`config.mk`:
```
export PLATFORM = sky130hd
export DESIGN_NAME = sdram_arbiter
export DESIGN_NICKNAME = d
export VERILOG_FILES = /design/src/rtl/sdram_arbiter.sv
export SDC_FILE = /design/constraint.sdc
export NUM_CORES = 1
export LEC_CHECK = 0
export CORE_AREA = 2 2 122 124
export CTS_CLUSTER_DIAMETER = 200
export DETAILED_ROUTE_END_ITERATION = 6
export DIE_AREA = 0 0 124 126
export GPL_TIMING_DRIVEN = 0
export PLACE_DENSITY = 0.65
export SLEW_MARGIN = 0
export SYNTH_ARGS = -nofsm -noshare
export SYNTH_HDL_FRONTEND = slang
export SYNTH_SLANG_ARGS = --single-unit
```
`constraint.sdc`:
```
create_clock -name sdram_clk -period 5.8 [get_ports sdram_clk]
set_input_delay 0.58 -clock sdram_clk [delete_from_list [all_inputs] [get_ports sdram_clk]]
set_output_delay 0.58 -clock sdram_clk [all_outputs]
set_load 0.03 [all_outputs]
```
`src/rtl/sdram_arbiter.sv`:
```
// sdram_arbiter: round-robin arbiter sharing the SDRAM controller access port between NUM_PORTS requesters.
// Define SDRAM_ARB_FAIRNESS_EN to preempt an owner after MAX_HOLD acks while another port waits.
module sdram_arbiter #(
  parameter int NUM_PORTS = 3,
  parameter int MAX_HOLD  = 8
) (
  input  logic                    sdram_clk,
  input  logic                    sdram_rst_n,
  input  logic [NUM_PORTS*32-1:0] p_adr_i,
  input  logic [NUM_PORTS*16-1:0] p_dat_i,
  input  logic [NUM_PORTS*2-1:0]  p_sel_i,
  input  logic [NUM_PORTS-1:0]    p_we_i,
  input  logic [NUM_PORTS-1:0]    p_acc_i,
  output logic [NUM_PORTS-1:0]    p_ack_o,
  output logic [15:0]             p_dat_o,
  output logic [31:0]             p_adr_o,
  output logic [NUM_PORTS-1:0]    grant_o,
  output logic [31:0]             adr_o,
  output logic [15:0]             dat_o,
  output logic [1:0]              sel_o,
  output logic                    we_o,
  output logic                    acc_o,
  input  logic                    ack_i,
  input  logic [15:0]             dat_i,
  input  logic [31:0]             adr_i
);

  localparam int IDX_W = (NUM_PORTS > 1) ? $clog2(NUM_PORTS) : 1;

  typedef enum logic [0:0] {
    ST_ARB = 1'b0,
    ST_OWN = 1'b1
  } state_t;

  state_t               state_r;
  state_t               state_nxt_s;
  logic [IDX_W-1:0]     own_r;
  logic [IDX_W-1:0]     own_nxt_s;
  logic [IDX_W-1:0]     last_r;
  logic [IDX_W-1:0]     last_nxt_s;
  logic [IDX_W-1:0]     pick_s;
  logic [NUM_PORTS-1:0] own_oh_s;
  logic                 mask_s;

  if (NUM_PORTS < 2 || NUM_PORTS > 8 || MAX_HOLD < 1 || MAX_HOLD > 255) begin : g_param_check
    $error("sdram_arbiter: NUM_PORTS must be 2..8 and MAX_HOLD 1..255");
  end

  // Port index 'offset' positions after the one just after base, wrapped into 0..NUM_PORTS-1.
  function automatic logic [IDX_W-1:0] rr_slot(input logic [IDX_W-1:0] base, input int offset);
    int idx;
    idx = int'(base) + 1 + offset;
    if (idx >= NUM_PORTS) begin
      idx = idx - NUM_PORTS;
    end else begin
      idx = idx;
    end
    return IDX_W'(idx);
  endfunction

  // Round-robin pick: scanning from the far end lets the nearest requester overwrite the rest.
  always_comb begin
    pick_s = '0;
    for (int i = NUM_PORTS - 1; i >= 0; i--) begin
      if (p_acc_i[rr_slot(last_r, i)]) begin
        pick_s = rr_slot(last_r, i);
      end else begin
        pick_s = pick_s;
      end
    end
  end

  // One-hot view of the current owner index.
  always_comb begin
    own_oh_s        = '0;
    own_oh_s[own_r] = 1'b1;
  end

`ifdef SDRAM_ARB_FAIRNESS_EN
  localparam logic [7:0] HOLD_LAST = 8'(MAX_HOLD - 1);

  logic [7:0] hold_cnt_r;
  logic [7:0] hold_cnt_nxt_s;

  // Preempt on the ack that completes the owner's quota when someone else is waiting.
  always_comb begin
    if ((state_r == ST_OWN) && ack_i && (hold_cnt_r == HOLD_LAST) && (|(p_acc_i & ~own_oh_s))) begin
      mask_s = 1'b1;
    end else begin
      mask_s = 1'b0;
    end
  end

  // Ack count for the current tenure: cleared on grant, saturating at 255.
  always_comb begin
    hold_cnt_nxt_s = hold_cnt_r;
    if (state_r == ST_ARB) begin
      hold_cnt_nxt_s = 8'd0;
    end else if (ack_i && (hold_cnt_r != 8'd255)) begin
      hold_cnt_nxt_s = hold_cnt_r + 8'd1;
    end else begin
      hold_cnt_nxt_s = hold_cnt_r;
    end
  end

  // Hold counter register.
  always_ff @(posedge sdram_clk or negedge sdram_rst_n) begin
    if (!sdram_rst_n) begin
      hold_cnt_r <= 8'd0;
    end else begin
      hold_cnt_r <= hold_cnt_nxt_s;
    end
  end
`else
  assign mask_s = 1'b0;
`endif

  // State, owner and rotation pointer registers; last resets so that port 0 wins first.
  always_ff @(posedge sdram_clk or negedge sdram_rst_n) begin
    if (!sdram_rst_n) begin
      state_r <= ST_ARB;
      own_r   <= '0;
      last_r  <= IDX_W'(NUM_PORTS - 1);
    end else begin
      state_r <= state_nxt_s;
      own_r   <= own_nxt_s;
      last_r  <= last_nxt_s;
    end
  end

  // Next state: grant on any request; release when the owner drops acc or is preempted.
  always_comb begin
    state_nxt_s = state_r;
    own_nxt_s   = own_r;
    last_nxt_s  = last_r;
    case (state_r)
      ST_ARB: begin
        if (|p_acc_i) begin
          state_nxt_s = ST_OWN;
          own_nxt_s   = pick_s;
          last_nxt_s  = pick_s;
        end else begin
          state_nxt_s = ST_ARB;
        end
      end
      ST_OWN: begin
        if (!p_acc_i[own_r] || mask_s) begin
          state_nxt_s = ST_ARB;
        end else begin
          state_nxt_s = ST_OWN;
        end
      end
      default: begin
        state_nxt_s = ST_ARB;
      end
    endcase
  end

  // Outputs: the owner's request is routed through and only the owner sees ack.
  always_comb begin
    grant_o = '0;
    acc_o   = 1'b0;
    p_ack_o = '0;
    adr_o   = 32'h0000_0000;
    dat_o   = 16'h0000;
    sel_o   = 2'b00;
    we_o    = 1'b0;
    case (state_r)
      ST_OWN: begin
        grant_o = own_oh_s;
        acc_o   = p_acc_i[own_r] & ~mask_s;
        p_ack_o = own_oh_s & {NUM_PORTS{ack_i}};
        adr_o   = p_adr_i[int'(own_r)*32 +: 32];
        dat_o   = p_dat_i[int'(own_r)*16 +: 16];
        sel_o   = p_sel_i[int'(own_r)*2 +: 2];
        we_o    = p_we_i[own_r];
      end
      ST_ARB: begin
        grant_o = '0;
      end
      default: begin
        grant_o = '0;
      end
    endcase
  end

  assign p_dat_o = dat_i;
  assign p_adr_o = adr_i;

endmodule

```
* After elaboration in Yosys (flattened, before gate mapping)
Cells that the tools add are included.
Storage, ports and cells: register bits after elaboration 5
Cells by class: add/sub/neg operators 6, magnitude comparators 8, shift-type cells 3, mux-type cells 28, bitwise gates (word level) 2, reduce and logical (&&, ||, !) cells 3
Operators with widths (count):
- $shiftx 96x8->32 | 1
- $shiftx 48x7->16 | 1
- $mux 32 | 1
- $mux 16 | 1
- $mux 2 | 7
- $lt 2x3->1 const B | 4
- $bmux 1 s2 | 5
- $mux 1 | 10
- $ge 4x2->1 const B | 2
- $pmux 3 s2 | 1
- $shiftx 6x4->2 | 1
- $sub 2x2->2 const B | 3
- $add 3x1->4 const B | 1
- $add 3x2->4 const B | 1
- $add 2x1->3 const B | 1
- $and 3x3->3 | 1
- $ge 3x2->1 const B | 1
- $mux 3 | 1
- $reduce_or 3->1 | 1
- $demux 1 s2 | 1
- $ge 2x1->1 const B | 1
- $pmux 1 s2 | 1
- $reduce_and 2->1 | 1
- $logic_and 1x1->1 | 1
- $not 1->1 | 1

* Longest topological paths before layout
depth in word-level cells 9, gate-level depth with buffers 7

* Least setup slack after synthesis
OpenSTA, ideal clock, no wires.
kind register to output, start register own_r[0], end output port adr_o[0], arrival time 1.672 ns, data required time 5.220 ns, path slack 3.548 ns, stages on the path, launching flop included 7, path buffers 3, cell sequence dfrtp_1 -> clkbuf_2 -> nor2b_1 -> buf_4 -> buf_6 -> nand2_1 -> a21boi_0
On the way: cells in the longest elaborated chain, start to end 2
RTL lines:
- start, declared | line 37 | logic [IDX_W-1:0] own_r;
- start signal, assigned | line 126 | own_r <= own_nxt_s;
- $shiftx 96x8->32 | line 173 | adr_o = p_adr_i[int'(own_r)*32 +: 32];
- $mux 32 | line 168 | case (state_r)
- end, declared | line 18 | output logic [31:0] adr_o,
No other way between the ends.

* Worst setup path after layout
start register own_r[0], end output port adr_o[23]
Same word-level chain as after synthesis.

==> metrics <==
hold buffers post-CTS 0; leakage around 2.1 nW; hold slack 523 ps; routability cong. roughly 0.84; Setup WS post-layout ~2700 ps; Cell Rows 44; Avg Cell Area, Syn ~7.0 µm²; Min Clock Period, post-route roughly 3100 ps; share of layout cells above drive strength 1 ~21%; DIE WIDTH between 100 and 150 µm; core footprint 0.0143 mm²; Cells after Synth between 300 and 400; Vias/cell between 4 and 5; outcome completed; share of the synthesized area in the top cell type between 20% and 30%; H-tree depth 1; Post-synth EDFFs 0; Commonest cells post-synth 102 x nand2_1, 53 x buf_4, 50 x mux2_2, 39 x a21boi_0, 12 x a21boi_1; Max Clock Freq between 300 and 400 MHz; Skew-Pair Late Insertion Delay about 230 ps; DRT Pass-1 Iters 4; synthesized area between 0.002 and 0.0025 mm²; Crit. End Element output pin; Initial Util 15.5%; Clock transition at path regs 30 ps; max-capacitance violation count 0; count leader, synth nand2_1; die area ~0.016 mm²; CTS tree done; fin nets between 700 and 800; Max-slew headroom a little over 60%; post-CTS setup buffers 0; remaining routing DRC violations 0; Synth Register Bits 4; GRT met1 Usage 15.8%; clk buf depth 2; Detailed Route Iter0 Violations between 60 and 70; vias in the first global route 3213; first-pass GRT wire length 16.6 mm; GR Util met2 26.1%; Pwr Density around 380 mW/mm²; Final Cycle Share between 50% and 60%; # port buffers 264; final hold vios 0; Ports 313; Via Count approximately 3.1k; distinct cell type count after synthesis 30; worst slew pin tran between 500 and 600 ps; register area share after synthesis ~4.6%; final setup violation count 0; largest net degree at the start of global routing 12; Hold/Removal Path Class reg -> reg; worst endpoint data arrival time between 2000 and 3000 ps; total congestion overflow 0; Worst Path Required around 5200 ps; initial antenna violation count 0; area delta synth->final 133%; hpwl dp 9.58 mm; GR peak layer met2; Clock Skew between 5 and 6 ps; post-CTS sizing 0; Fin Setup TNS 0 ps; number of CTS-inserted buffers 3; DIE HEIGHT 126 µm; dpl cells between 700 and 800; Synth area leader mux2_2; n_diodes 0; Total Wirelength 11.4 mm; routed wire length per instance roughly 15 µm; met3 GRT Util ~1.9%; Placement Setup Slack between 2000 and 3000 ps; post-route insts no fill between 700 and 800; maximum vdd ir drop ~0.24 mV; top area cells in the synthesized netlist mux2_2 25%, buf_4 18%, nand2_1 17%; Mapped Nets 525; total global routing track utilization a little over an eighth; final slew viol count 0; Yosys warnings 0; CTS root buf clkbuf_16; clock sink count 4; ys flop type dfrtp_1; post-synthesis async set-or-reset flop share between 90% and 100%; Routed Antenna Nets 0; crit start category register; critical path type reg -> out; critical path fanouts, max 11; RSZ-0062 raised after global routing false
## cells by family after synthesis
logic type	Yosys count	share of synthesized area, %
AOI/OAI and AO/OA	64	21.7
and+or+nand+nor	116	21.1
adders and majority gates	3	1.69
DFF	4	4.57
muxes	53	26.8
buffers and inverters	75	24.1
## stage by stage
step	util, %	area [µm²]	power [W]
finish	36.1	5170	0.00196
global route	36.1	5170	0.00210
CTS	36.1	5170	0.00200
detailed placement	35.6	5090	0.00187
global placement	35.6	5090	0.00185
floorplan	-	2220	0.00115
## layer usage
metal | up-vias | share of wire, %
li1 | 1538 | -
met1 | 1422 | 39
met2 | 141 | 53
met3 | 2 | 7.6
met4 | 0 | 0.25
met5 | - | 0
## area by class of cell
class / count / area (µm²)
buffer: 72 / 523
clock buffer: 4 / 78.8
fill: 1468 / 9150
inverter: 3 / 11.3
multi-input combinational: 236 / 1580
sequential: 4 / 101
tap: 184 / 230
timing repair buffer: 264 / 2640
## where the power goes
part / internal [W] / leakage (nW) / switching, W / total (W)
Clock: 0.0000912 / 0.0382 / 0.0000244 / 0.000116
Sequential: 0.0000439 / 0.0473 / 0.0000169 / 0.0000608
Combinational: 0.000816 / 1.97 / 0.000972 / 0.00179
## worst paths after layout
kind / start / end / slack (ps) / depth (start not counted)
hold reg to reg: last_r[1]$_DFFE_PN1P_ / last_r[1]$_DFFE_PN1P_ / 520 / 2
hold / removal: last_r[1]$_DFFE_PN1P_ / last_r[1]$_DFFE_PN1P_ / 520 / 2
setup / recovery: own_r[0]$_DFFE_PN0P_ / adr_o[23] / 2650 / 6
max in group asynchronous: sdram_rst_n / last_r[1]$_DFFE_PN1P_ / 5010 / 1
setup reg to reg: own_r[0]$_DFFE_PN0P_ / own_r[0]$_DFFE_PN0P_ / 3420 / 7
min in group asynchronous: sdram_rst_n / state_r$_DFF_PN0_ / 550 / 1
## sequential cells by signal, summed over array words and instances, names as in the netlist
name     count
own_r        2
state_r      1
last_r       1
## layout by cell type, fill, tap and decap left out
cell,instances
a21bo_2,3
a21boi_0,39
a21boi_1,12
a31oi_1,1
a41oi_1,1
and2_1,4
and3_1,2
buf_1,1
buf_4,53
buf_6,7
clkbuf_1,11
clkbuf_16,3
clkbuf_2,1
clkdlybuf4s50_1,264
dfrtp_1,3
dfstp_2,1
ha_1,3
inv_1,2
inv_2,1
mux2_2,50
mux2i_1,3
nand2_1,102
nand2b_1,1
nand3b_1,1
nor2_1,1
nor2b_1,3
nor3_1,1
o21ai_0,4
o2bb2ai_1,1
o31ai_1,2
o32a_1,1
or2_2,1
## critical path, cell delays in order, from the launching register on
cell,delay (ps)
dfrtp_1,380
clkbuf_2,180
inv_2,210
clkbuf_1,500
nand2_1,190
a21boi_1,190
clkdlybuf4s50_1,690
Power figures use the tool's default switching activity.
